--- src/rtl/ids_bus_pkg.sv ---
// Shared definitions for the ids bus matrix: region codes, arbiter state
// encoding and an index-width helper that stays at least one bit wide.
package ids_bus_pkg;

    localparam logic [3:0] REG_DMEM = 4'h0;
    localparam logic [3:0] REG_BUF  = 4'h2;
    localparam logic [3:0] REG_PIM  = 4'h4;
    localparam logic [3:0] REG_UART = 4'h8;

    typedef enum logic {
        IDLE  = 1'b0,
        OWNED = 1'b1
    } arb_state_e;

    function automatic int idx_w(input int n);
        return (n <= 1) ? 1 : $clog2(n);
    endfunction

endpackage

--- src/rtl/ids_bus_arb.sv ---
// Registered bus arbiter with grant lock. Fixed priority (index 0 first) by
// default; define IDS_BUS_RR_EN for round-robin starting at a rotating pointer.
module ids_bus_arb
    import ids_bus_pkg::*;
#(
    parameter int N  = 2,
    parameter int IW = idx_w(N)
) (
    input  logic          i_clk,
    input  logic          i_rst,
    input  logic [N-1:0]  i_req,
    output logic [N-1:0]  o_gnt,
    output logic [IW-1:0] o_owner,
    output arb_state_e    o_state
);

    arb_state_e    state_q, state_d;
    logic [IW-1:0] owner_q, owner_d;
    logic [N-1:0]  gnt_q, gnt_d;
    logic [IW-1:0] winner;
    logic          found;
    logic          release_now;

    assign release_now = (state_q == OWNED) && !i_req[owner_q];

`ifdef IDS_BUS_RR_EN
    logic [IW-1:0] ptr_q, ptr_d;
    logic [IW-1:0] cand;

    // The pointer moves past the releasing owner before the search uses it.
    always_comb begin
        ptr_d = ptr_q;
        if (release_now) begin
            ptr_d = (int'(owner_q) == N - 1) ? '0 : owner_q + 1'b1;
        end
    end

    always_comb begin
        found  = 1'b0;
        winner = '0;
        cand   = '0;
        for (int i = 0; i < N; i++) begin
            cand = IW'((int'(ptr_d) + i) % N);
            if (!found && i_req[cand]) begin
                found  = 1'b1;
                winner = cand;
            end
        end
    end
`else
    always_comb begin
        found  = 1'b0;
        winner = '0;
        for (int i = 0; i < N; i++) begin
            if (!found && i_req[i]) begin
                found  = 1'b1;
                winner = IW'(i);
            end
        end
    end
`endif

    always_comb begin
        state_d = state_q;
        owner_d = owner_q;
        gnt_d   = gnt_q;
        if (state_q == IDLE || release_now) begin
            gnt_d = '0;
            if (found) begin
                state_d        = OWNED;
                owner_d        = winner;
                gnt_d[winner]  = 1'b1;
            end else begin
                state_d = IDLE;
            end
        end
    end

    always_ff @(posedge i_clk or posedge i_rst) begin
        if (i_rst) begin
            state_q <= IDLE;
            owner_q <= '0;
            gnt_q   <= '0;
`ifdef IDS_BUS_RR_EN
            ptr_q   <= '0;
`endif
        end else begin
            state_q <= state_d;
            owner_q <= owner_d;
            gnt_q   <= gnt_d;
`ifdef IDS_BUS_RR_EN
            ptr_q   <= ptr_d;
`endif
        end
    end

    assign o_gnt   = gnt_q;
    assign o_owner = owner_q;
    assign o_state = state_q;

endmodule

--- src/rtl/ids_bus_matrix.sv ---
// Shared bus from N_MST masters to N_SLV region-decoded slaves with registered
// read return. Arbitration becomes round-robin when IDS_BUS_RR_EN is defined.
module ids_bus_matrix
    import ids_bus_pkg::*;
#(
    parameter int                 N_MST   = 2,
    parameter int                 N_SLV   = 4,
    parameter int                 AW      = 32,
    parameter int                 DW      = 32,
    parameter int                 SEL_LSB = 28,
    parameter logic [N_SLV*4-1:0] SLV_SEL = {REG_PIM, REG_UART, REG_BUF, REG_DMEM},
    parameter int                 DEF_SLV = 0
) (
    input  logic                        i_clk,
    input  logic                        i_rst,
    input  logic [N_MST-1:0]            i_m_req,
    output logic [N_MST-1:0]            o_m_gnt,
    input  logic [N_MST-1:0][AW-1:0]    i_m_addr,
    input  logic [N_MST-1:0]            i_m_write,
    input  logic [N_MST-1:0]            i_m_read,
    input  logic [N_MST-1:0][3:0]       i_m_size,
    input  logic [N_MST-1:0][DW-1:0]    i_m_din,
    output logic [N_MST-1:0][DW-1:0]    o_m_dout,
    output logic [N_MST-1:0]            o_m_rvalid,
    output logic [N_MST-1:0]            o_m_err,
    output logic [N_SLV-1:0][AW-1:0]    o_s_addr,
    output logic [N_SLV-1:0]            o_s_write,
    output logic [N_SLV-1:0]            o_s_read,
    output logic [N_SLV-1:0][3:0]       o_s_size,
    output logic [N_SLV-1:0][DW-1:0]    o_s_din,
    input  logic [N_SLV-1:0][DW-1:0]    i_s_dout,
    output arb_state_e                  o_dbg_state
);

    // Handshake: a master keeps req high for as long as it wants the bus; gnt
    // rises one cycle after it wins, strobes count only while gnt is high, and
    // read data returns with a one-cycle rvalid pulse the cycle after the strobe.

    localparam int MW = idx_w(N_MST);
    localparam int SW = idx_w(N_SLV);

    logic [MW-1:0] owner;
    logic          held;
    logic [AW-1:0] sel_addr;
    logic          sel_write;
    logic          sel_read;
    logic [3:0]    sel_size;
    logic [DW-1:0] sel_din;
    logic [SW-1:0] slv_idx;
    logic          miss;

    logic          ret_rd_q;
    logic          ret_err_q;
    logic [MW-1:0] ret_owner_q;
    logic [SW-1:0] ret_slv_q;

    ids_bus_arb #(
        .N  (N_MST),
        .IW (MW)
    ) u_arb (
        .i_clk   (i_clk),
        .i_rst   (i_rst),
        .i_req   (i_m_req),
        .o_gnt   (o_m_gnt),
        .o_owner (owner),
        .o_state (o_dbg_state)
    );

    assign held      = |o_m_gnt;
    assign sel_addr  = i_m_addr[owner];
    assign sel_write = i_m_write[owner];
    assign sel_read  = i_m_read[owner];
    assign sel_size  = i_m_size[owner];
    assign sel_din   = i_m_din[owner];

    // Walk downwards so the lowest-numbered slave wins if two share a code.
    always_comb begin
        slv_idx = SW'(DEF_SLV);
        miss    = 1'b1;
        for (int s = N_SLV - 1; s >= 0; s--) begin
            if (sel_addr[SEL_LSB +: 4] == SLV_SEL[s*4 +: 4]) begin
                slv_idx = SW'(s);
                miss    = 1'b0;
            end
        end
    end

    always_comb begin
        o_s_addr  = '0;
        o_s_write = '0;
        o_s_read  = '0;
        o_s_size  = '0;
        o_s_din   = '0;
        for (int s = 0; s < N_SLV; s++) begin
            if (held && slv_idx == SW'(s)) begin
                o_s_addr[s]  = sel_addr;
                o_s_write[s] = sel_write;
                o_s_read[s]  = sel_read;
                o_s_size[s]  = sel_size;
                o_s_din[s]   = sel_din;
            end
        end
    end

    // Latching the owner here lets a read issued as the grant drops still return.
    always_ff @(posedge i_clk or posedge i_rst) begin
        if (i_rst) begin
            ret_rd_q    <= 1'b0;
            ret_err_q   <= 1'b0;
            ret_owner_q <= '0;
            ret_slv_q   <= '0;
        end else begin
            ret_rd_q  <= held && sel_read;
            ret_err_q <= held && (sel_read || sel_write) && miss;
            if (held && (sel_read || sel_write)) begin
                ret_owner_q <= owner;
                ret_slv_q   <= slv_idx;
            end
        end
    end

    always_comb begin
        o_m_rvalid = '0;
        o_m_err    = '0;
        o_m_dout   = '0;
        for (int m = 0; m < N_MST; m++) begin
            if (ret_owner_q == MW'(m)) begin
                o_m_rvalid[m] = ret_rd_q;
                o_m_err[m]    = ret_err_q;
                if (ret_rd_q) begin
                    o_m_dout[m] = i_s_dout[ret_slv_q];
                end
            end
        end
    end

endmodule

--- config.mk ---
export PLATFORM = sky130hd
export DESIGN_NAME = ids_bus_matrix
export DESIGN_NICKNAME = d
export VERILOG_FILES = /design/src/rtl/ids_bus_pkg.sv /design/src/rtl/ids_bus_arb.sv /design/src/rtl/ids_bus_matrix.sv
export SDC_FILE = /design/constraint.sdc
export NUM_CORES = 1
export LEC_CHECK = 0
export ABC_AREA = 1
export CAP_MARGIN = 40
export CELL_PAD_IN_SITES_DETAIL_PLACEMENT = 0
export CELL_PAD_IN_SITES_GLOBAL_PLACEMENT = 2
export CORE_AREA = 2 2 243 245
export DETAILED_ROUTE_END_ITERATION = 8
export DIE_AREA = 0 0 245 247
export PLACE_DENSITY_LB_ADDON = 0.3
export SETUP_SLACK_MARGIN = 0.3
export SYNTH_ARGS = -nofsm -noshare
export SYNTH_HDL_FRONTEND = slang
export SYNTH_HIERARCHICAL = 1
export SYNTH_SLANG_ARGS = --single-unit
--- constraint.sdc ---
create_clock -name i_clk -period 2.11 [get_ports i_clk]
set_clock_uncertainty 0.1 [all_clocks]
set_input_delay 0.211 -clock i_clk [delete_from_list [all_inputs] [get_ports i_clk]]
set_output_delay 0.211 -clock i_clk [all_outputs]
set_load 0.03 [all_outputs]
### Yosys cells after proc, flatten, opt, wreduce, memory -nomap -nowiden

Cells that the tools add are included.

* bits in registers: 9
* output and inout bits: 351
* word-level logic and storage cells: 92

* reduce and logical (&&, ||, !) cells: 18
* eq/ne operators: 6
* bitwise operators: 1
* mux-type cells: 56
* magnitude comparators: 4

Operators by type and width (number)
* two-way mux 32 bit: 16
* binary-select mux 32 bit (select 2 bit): 1
* two-way mux 1 bit: 27
* two-way mux 4 bit: 6
* logical AND 1 bit: 10
* two-way mux 2 bit: 5
* == test 2 bit (second input constant): 2
* == test 4 x 2 -> 1 bit (second input constant): 1
* == test 4 x 3 -> 1 bit (second input constant): 1
* == test 4 bit (second input constant): 1
* zero test 4 bit: 1
* less-than comparator 1 x 2 -> 1 bit (second input constant): 2
* less-than comparator 2 x 3 -> 1 bit (second input constant): 1
* == test 2 x 1 -> 1 bit (second input constant): 1
* zero test 1 bit: 2
* zero test 2 bit: 1
* logical OR 1 bit: 2
* AND reduction 2 bit: 1
* OR reduction 2 bit: 1
* demux 1 bit (select 1 bit): 1
* >= comparator 1 bit (second input constant): 1
* NOT 1 bit: 1

### Logic depth before layout (Yosys ltp)

Gate-level depths: netlist of the first run.

* word-level depth: 10
* gate-level depth with buffers: 9

### Hierarchy

Netlist of the first run, hierarchy kept.

Modules (own cells, without submodules)
* ids_bus_matrix: cells an instance 720, seq. area each 125.1 µm², area an instance 3836.2 µm², times used 1
* ids_bus_arb: cells an instance 25, seq. area each 100.1 µm², area an instance 183.9 µm², times used 1

### Worst setup path before layout of the first run

No wires, ideal clock.

* kind: reg-to-output
* from: register u_arb.owner_q, in the netlist u_arb/o_owner
* to: output o_s_addr[0] (netlist bit)
* cell stages (with the launch flop): 9
* arrival: 1.873 ns
* buffers on the path: 2
* slack: -0.074 ns
* required time: 1.799 ns
* cell sequence: dfrtp_1 > buf_4 > nand2_1 > nand2_1 > nor2_4 > nand2_1 > nand2_2 > buf_4 > nor3_1

RTL lines
* start, declared: line ids_bus_arb.sv:18 `logic [IW-1:0] owner_q, owner_d;`
* start signal, assigned: line ids_bus_arb.sv:89 `owner_q <= owner_d;`
* end, declared: line ids_bus_matrix.sv:26 `output logic [N_SLV-1:0][AW-1:0] o_s_addr,`

==> results of run 1 <==
worst max-delay path: stages, from the launching register on:
cell     delay (ns)
dfrtp_4        0.54
buf_8          0.17
nand2_4        0.07
nand2_4        0.05
nor2_4         0.12
buf_6          0.11
nand3_4        0.11
buf_12         0.19
buf_12         0.16
buf_12         0.14
nor2_4         0.08
buf_6          0.13
logic make-up (layout without fill, tap and decap cells):
family	count (synthesis)	after routing	synth area share
compound gates	69	69	0.126
other cells	1	9	0.000933
flops	9	9	0.0560
buf+inv	105	908	0.145
simple gates	497	497	0.513
mux	64	64	0.159
routing by layer:
layer  part of all wire  track usage
met2               0.54        0.251
met5            0.00049            0
met1               0.36        0.142
met3              0.079       0.0394
met4              0.023       0.0335
worst paths after layout:
path / from / to / slack (ns) / depth (start not counted)
min in group i_clk: i_m_req[1] / u_arb/o_state / 0.51 / 3
max in group asynchronous: i_rst / ret_slv_q[0] / 1.60 / 2
min: i_rst / u_arb/o_gnt[1] / 0.11 / 2
min reg2reg: u_arb/o_state / u_arb/o_gnt[0] / 0.51 / 2
max: u_arb/o_owner / o_s_addr[39] / -0.32 / 11
max reg2reg: u_arb/o_owner / ret_slv_q[0] / 0.12 / 10
Yosys cell counts (all sizes together):
library cell,instances,share of area
a21oi,33,0.041
a32o,32,0.080
buf,56,0.099
clkbuf,23,0.021
conb,1,0.00093
dfrtp,9,0.056
inv,26,0.024
mux2i,64,0.16
nand2,148,0.14
nand3,7,0.010
nor2,272,0.26
nor3,70,0.10
o21ai,4,0.0050
power breakdown:
part           internal [mW]  total [mW]  switching (mW)  leakage [nW]
Clock                  0.252       0.334          0.0820        0.0382
Sequential             0.222       0.293          0.0708         0.110
Combinational           5.09        10.7            5.60          7.19
Total                   5.56        11.3            5.75          7.33
cell type report:
| class | count | area, µm² |
|---|---|---|
| fillers | 6138 | 40800 |
| flip-flops and latches | 9 | 233 |
| multi-input cells | 639 | 5900 |
| well taps | 773 | 967 |
| clock buffers | 4 | 78.8 |
| repair buffers | 878 | 10200 |
| inverters | 26 | 131 |
flip-flops by register name, summed over array words and instances (netlist names):
register / count
u_arb/o_state: 1
ret_owner_q: 1
ret_err_q: 1
ret_slv_q: 2
u_arb/o_gnt: 2
u_arb/o_owner: 1
ret_rd_q: 1
stage by stage:
stage                     utilization  total power [mW]  TNS [ns]
after floorplan                     -              4.38         0
after global placement          0.233              8.00    -48.25
after detailed placement        0.233              7.98    -43.05
after CTS                       0.259              9.21    -71.20
after global routing            0.300              11.9    -90.90
final                           0.300              11.3    -65.77
timing repair:
item / 4_1_cts / 5_1_grt
cloned: 9 / 24
setup endpoints to repair: 341 / 342
pin swaps: 15 / 63
resized for setup: 286 / 444
buffers inserted: 38 / 26
==> summary.md, run 1 <==
| Metric | Value |
|---|---|
| Die height | `247 µm` |
| Core Box Area | `58200 µm²` |
| Htree depth | `1` |
| CTS Buf Count | `3` |
| Inst Count DP | `2228` |
| Min Tclk post-route | `2.43 ns` |
| Seq/Total Area, Yosys | `0.0560` |
| Antenna violations before repair | `2` |
| Clock net sink count | `9` |
| Synth warn | `6` |
| DR DRC count | `0` |
| Syn avg cell area | `5.40 µm²` |
| Cell variety after synth | `24` |
| Setup-failing EPs final | `272` |
| Maximum VDD drop | `413 µV` |
| CTS clock-pin slew for the worst setup and hold paths | `0.04 ns` |
| Via density | `3.68` |
| Max-slew violations | `0` |
| Layout cells sized above 1 | `0.677` |
| Placer Congestion | `0.824` |
| IO Pins | `623` |
| Antenna Nets Post-Route | `0` |
| Area after DPL | `13600 µm²` |
| Leak pwr | `7.33 nW` |
| WP data arrival | `2.12 ns` |
| Die area | `60500 µm²` |
| Fin nets | `1829` |
| CTS root buf | `clkbuf_16` |
| Cell Area, Synth | `4020 µm²` |
| Achievable frequency | `0.411 GHz` |
| Max-cap viol count | `0` |
| Synth-to-layout area growth | `335%` |
| Tot GR Track Use | `0.132` |
| Finished Cell Area | `17500 µm²` |
| Critical path required time | `1.80 ns` |
| RSZ-0062 raised after global routing | `true` |
| Clk_lat worst skew | `0.23 ns` |
| PD cells | `647 nW/µm²` |
| DR WL/cell | `20.3 µm` |
| Commonest non-fill, non-tap cells in the layout | `clkdlybuf4s50_1, buf_4, buf_6` |
| Post-Place Setup Slack | `-0.468 ns` |
| Post-CTS Hold Fix Bufs | `0` |
| ANT cells | `0` |
| Initial DRC Count | `205` |
| Vias in the first global route | `8623` |
| #FFs+latches synth | `9` |
| Type of the worst setup path | `flop to primary output` |
| Status | `finished, violations left` |
| Bufs on Longest Clock Path | `2` |
| Post-route insts no fill | `2329` |
| Final WL | `47200 µm` |
| Worst setup SP type | `flop` |
| CP Capture Type | `primary output` |
| Vias | `8577` |
| Post-synthesis cell count | `745` |
| Hold slack | `0.112 ns` |
| Post-DP HPWL | `35400 µm` |
| Die width | `245 µm` |
| Commonest non-fill, non-tap cell in the layout | `clkdlybuf4s50_1` |
| Global route overflow | `0` |
| Final hold vios | `0` |
| Pin count of the biggest net entering global routing | `51` |
| Final worst-path cycle share | `1.15` |
| Global-route wire length before repair | `59400 µm` |
| CP max FO | `9` |
| Drt pass-1 iters | `4` |
| Initial Util | `0.0690` |
| CTS tree | `done` |
| Worst Hold Class | `input port to async pin` |
| Setup ws final | `-0.325 ns` |
| Row count | `89` |
| I/O Buffers | `613` |
| Failing checks | `negative setup slack` |
Note: power is estimated with default switching activity, not from simulation.
==> inputs of run 2 (changes only) <==
--- a/config.mk
+++ b/config.mk
@@ -6,7 +6,6 @@
 export NUM_CORES = 1
 export LEC_CHECK = 0
 export ABC_AREA = 1
-export CAP_MARGIN = 40
 export CELL_PAD_IN_SITES_DETAIL_PLACEMENT = 0
 export CELL_PAD_IN_SITES_GLOBAL_PLACEMENT = 2
 export CORE_AREA = 2 2 243 245
==> results of run 2 <==
The final DEF is identical to that of run 1; final timing and power are the same.
